--- src/rtl/jtpopeye_funnel_sec.sv ---
// rtl/jtpopeye_funnel_sec.sv - Popeye-style protection funnel shifter with history, tap, direction and fill count
// CPU pushes words into a short history; reads return a shifted window over an adjacent entry pair.
module jtpopeye_funnel_sec #(
   parameter int DW    = 8,
   parameter int DEPTH = 2
) (
   input  logic          rst,
   input  logic          clk,
   input  logic          cen,
   input  logic          cs,
   input  logic [1:0]    addr,
   input  logic          rd_n,
   input  logic          wr_n,
   input  logic [DW-1:0] din,
   output logic [DW-1:0] dout
);
   localparam int SW = $clog2(DW);
   localparam int TW = (DEPTH > 2) ? $clog2(DEPTH-1) : 1;
   localparam int CW = $clog2(DEPTH+1);

   logic [DW-1:0]   r_hist [DEPTH];
   logic [SW-1:0]   r_shift;
   logic            r_dir;
   logic [TW-1:0]   r_tap;
   logic [CW-1:0]   r_count;
   logic [DW-1:0]   r_result;
   logic [DW-1:0]   r_dout;

   logic [TW-1:0]   w_t;
   logic [DW-1:0]   w_hi;
   logic [DW-1:0]   w_lo;
   logic [2*DW-1:0] w_cat;
   logic [2*DW-1:0] w_left;
   logic [2*DW-1:0] w_right;
   logic [DW-1:0]   w_win;
   logic            w_rd;
   logic            w_wr;

   assign w_rd = cen && cs && !rd_n;
   assign w_wr = cen && cs && !wr_n;

   // Taps beyond the last valid pair collapse onto the oldest pair.
   assign w_t = (r_tap > TW'(DEPTH-2)) ? TW'(DEPTH-2) : r_tap;

   always_comb begin
      w_hi = r_hist[0];
      w_lo = r_hist[1];
      for (int i = 0; i < DEPTH-1; i++) begin
         if (w_t == TW'(i)) begin
            w_hi = r_hist[i];
            w_lo = r_hist[i+1];
         end
      end
   end

   // Shifting the concatenated pair covers both funnel directions, including s=0.
   assign w_cat   = {w_hi, w_lo};
   assign w_left  = w_cat << r_shift;
   assign w_right = w_cat >> r_shift;
   assign w_win   = r_dir ? w_right[DW-1:0] : w_left[2*DW-1:DW];

   always_ff @(posedge clk) begin
      if (rst) begin
         for (int i = 0; i < DEPTH; i++) r_hist[i] <= '0;
         r_shift  <= '0;
         r_dir    <= 1'b0;
         r_tap    <= '0;
         r_count  <= '0;
         r_result <= '0;
         r_dout   <= '0;
      end else if (cen) begin
         r_result <= w_win;
         if (w_rd) begin
            case (addr)
               2'd0:    r_dout <= r_result;
               2'd2:    r_dout <= DW'(r_count);
               default: r_dout <= '0;
            endcase
         end
         if (w_wr) begin
            case (addr)
               2'd0: begin
                  r_shift <= din[SW-1:0];
                  r_dir   <= din[SW];
                  r_tap   <= din[SW+TW:SW+1];
               end
               2'd1: begin
                  for (int i = DEPTH-1; i > 0; i--) r_hist[i] <= r_hist[i-1];
                  r_hist[0] <= din;
                  if (r_count < CW'(DEPTH)) r_count <= r_count + 1'b1;
               end
               2'd3: begin
                  for (int i = 0; i < DEPTH; i++) r_hist[i] <= '0;
                  r_count <= '0;
               end
               default: ;
            endcase
         end
      end
   end

   assign dout = r_dout;

endmodule

--- config.mk ---
export PLATFORM = sky130hd
export DESIGN_NAME = jtpopeye_funnel_sec
export DESIGN_NICKNAME = d
export VERILOG_FILES = /design/src/rtl/jtpopeye_funnel_sec.sv
export SDC_FILE = /design/constraint.sdc
export NUM_CORES = 1
export LEC_CHECK = 0
export BUFFER_PORTS_ARGS = -buffer_cell sky130_fd_sc_hd__clkbuf_2
export CAP_MARGIN = 20
export CELL_PAD_IN_SITES_DETAIL_PLACEMENT = 0
export CELL_PAD_IN_SITES_GLOBAL_PLACEMENT = 2
export CORE_MARGIN = 2
export CORE_UTILIZATION = 35
export DETAILED_ROUTE_END_ITERATION = 6
export PLACE_DENSITY_LB_ADDON = 0.1
export SLEW_MARGIN = 20
export SYNTH_ARGS = -nofsm -noshare
export SYNTH_HDL_FRONTEND = slang
export SYNTH_SLANG_ARGS = --single-unit
--- constraint.sdc ---
create_clock -name clk -period 1.9 [get_ports clk]
set_input_delay 0.095 -clock clk [delete_from_list [all_inputs] [get_ports clk]]
set_output_delay 0.095 -clock clk [all_outputs]
set_load 0.1 [all_outputs]
==> impl_metrics.tcl <==
set metrics [dict create \
    clk_path_buf_depth 2 \
    worst_slew_pin_slew_ns 0.542 \
    power_density_nw_per_um2 623 \
    hp-start "din[3]" \
    worstSkewPairLatency_ns 0.30 \
    port_buffers 23 \
    ys_top_cells_by_area "edfxtp_1, dfxtp_1, mux2i_1, mux4_2, mux4_1" \
    final_nets 273 \
    clock_sinks 38 \
    layout-area-overhead-vs-synth_pct 18.1 \
    synth-main-ff-cell "dfxtp_1" \
    antenna_found_initial 0 \
    tritoncts "done" \
    cts-htree-levels 2 \
    synthXorXnorAreaFrac_pct 0.368 \
    vias 1891 \
    rsz0062_at_grt "false" \
    dieArea_um2 7480 \
    antenna_cells 0 \
    core_area_um2 6680 \
    start_util_pct 35.6 \
    io_pins 24 \
    synth_nets 237 \
    status "finished clean" \
    cts-buffers-inserted 5 \
    multi_input_area_um2 1370 \
    synth_edf_count 16 \
    synth.largest_area_cell "edfxtp_1" \
    postSynthCellCount 221 \
    first_pass_iters 4 \
    path_clk_slew_ns 0.08 \
    cap_viol_max_count 0 \
    ys_ff_latch 38 \
    irDropWorstVdd_v 0.000249 \
    synth_compound_area_share_pct 8.67 \
    relSlewSlack_pct 64.0 \
    finalPower_mw 1.75 \
    drive_above_1_share_pct 29.1 \
    min_path_cells 3 \
    clock.fmax_ghz 0.552 \
    ant_nets 0 \
    die_x_um 86.5 \
    hold_viol 0 \
    ys_types 42 \
    crit_required_ns 2.08 \
    start_kind "register" \
    synthAdderAreaFrac_pct 0 \
    hpwl_mm 4.55 \
    drt-initial-drc-count 139 \
    hold_path.class "input pin to register" \
    clock_skew_ns 0.00465 \
    r2r-start "r_hist[0][1]" \
    root_buffer "clkbuf_8" \
    arrival_ns 1.99 \
    async_reset_ff_share_pct 0 \
    fin_crit_sh_pct 95.4 \
    reg2reg_depth 6 \
    grt_pass1_vias 1846 \
    end_kind "register" \
    drt-total-wl_mm 6.09 \
    overflow 0 \
    vias_per_cell 5.59 \
    grt_max_degree 22 \
    drc 0 \
    regArea_um2 923 \
    rows 30 \
    grt_usage_pct 17.4 \
    whs_endpoint "r_dir" \
    synth_top_family_by_area "multiplexers" \
    synth_mux_area_share_pct 30.0 \
    slew_violations 0 \
    tns_ns 0 \
    reg2reg_slack_ns 0.09 \
    syn_avg_cell_area_um2 10.8 \
    synth-seq-area-share_pct 38.7 \
    fillers 656 \
    gp_congestion 0.837 \
    worstSetupPathType "register to register" \
    wl_per_cell_um 18.0 \
    most-common-layout-cells "mux2i_1, clkbuf_2, buf_4" \
    synth_top_area_share_pct 20.2 \
    cp_max_fo 7 \
    power.leakage_nw 1.03 \
    r2r_end "r_result[3]" \
    grt_pass1_wl_mm 9.89 \
    final_common_cell "mux2i_1" \
    period_minus_slack_ns 1.81 \
    setup_violations 0 \
    synthSimpleGateAreaFrac_pct 17.9 \
    dieHeight_um 86.5 \
    ys_warn_count 0 \
    netlist_area_um2 2380 \
]
==> routing by layer <==
layer	track usage (%)	part of all wire, %	vias up
met5	0	0	-
met4	5.68	1.7	0
met2	29.4	50	57
met1	22.5	43	916
met3	3.24	4.9	10
li1	-	-	908
==> registers in the layout, indices dropped and copies added (netlist names) <==
| register | count |
|---|---|
| r_hist | 16 |
| dout | 8 |
| r_result | 8 |
| r_shift | 3 |
| r_count | 2 |
| r_dir | 1 |
==> report_power, final <==
group | internal (mW) | switching (mW)
combinational | 0.113 | 0.123
clock | 0.293 | 0.310
sequential | 0.882 | 0.0311
total | 1.29 | 0.464
==> synthesized netlist by cell type, types with 2 or more instances <==
master / n
nand2b_1: 4
and2_1: 17
edfxtp_1: 16
nor2b_1: 2
mux4_2: 11
mux4_1: 7
o21ai_0: 3
a21oi_1: 12
mux2_2: 2
buf_2: 5
inv_1: 2
nand3_1: 11
nor2_1: 19
a211oi_1: 4
o211ai_1: 3
nand2_1: 13
dfxtp_1: 22
buf_4: 2
clkbuf_1: 9
mux2i_1: 26
nor3_1: 10
==> final cells by class <==
class                      count  share of cell area [%]
timing repair buffer          48                    11.0
inverter                       3                   0.401
tap                           80                    3.56
clock buffer                   6                    2.94
clock inverter                 2                   0.401
sequential                    38                    32.8
multi-input combinational    161                    48.8
==> worst max-delay path by stage <==
stage | to | cells past startpoint | from
6_report | r_result[3] | 6 | r_hist[0][1]
5_1_grt | r_result[6] | 4 | r_hist[0][2]
4_1_cts | r_result[3] | 5 | r_shift[1]
3_5_place_dp | r_result[3] | 5 | r_shift[1]
3_3_place_gp | r_result[3] | 5 | r_shift[1]
2_1_floorplan | r_result[6] | 5 | r_hist[0][1]
==> cell families (layout without fill, tap and decap cells) <==
family          Yosys count  after routing
buf+inv                  22             59
mux                      46             46
flops                    38             38
simple gates             83             83
xor+xnor                  1              1
compound gates           31             31
==> timing repair <==
action | in CTS | in global routing
gates resized for setup | 0 | 6
endpoints found under the setup margin | 0 | 5
setup buffers | 0 | 3
hold buffers | 0 | 0
==> critical path: stages, from the launching register on <==
cell and delay [ns]:
edfxtp_1 0.49, buf_6 0.18, buf_4 0.13, mux4_1 0.50, nor3_1 0.16, a21o_1 0.16, a2111oi_4 0.08
==> stage by stage <==
step | hold WS [ns] | area [µm²] | setup slack [ns] | utilization [%] | cells
after floorplan | 0.242 | 2380 | 0.0831 | - | 221
after global placement | 0.344 | 2670 | 0.0604 | 39.9 | 327
after detailed placement | 0.356 | 2670 | 0.0429 | 39.9 | 327
after CTS | 0.0448 | 2760 | 0.0128 | 41.3 | 335
after global routing | 0.0416 | 2810 | 0.00150 | 42.1 | 338
final | 0.0430 | 2810 | 0.0875 | 42.1 | 338
Note: power is estimated with default switching activity, not from simulation.
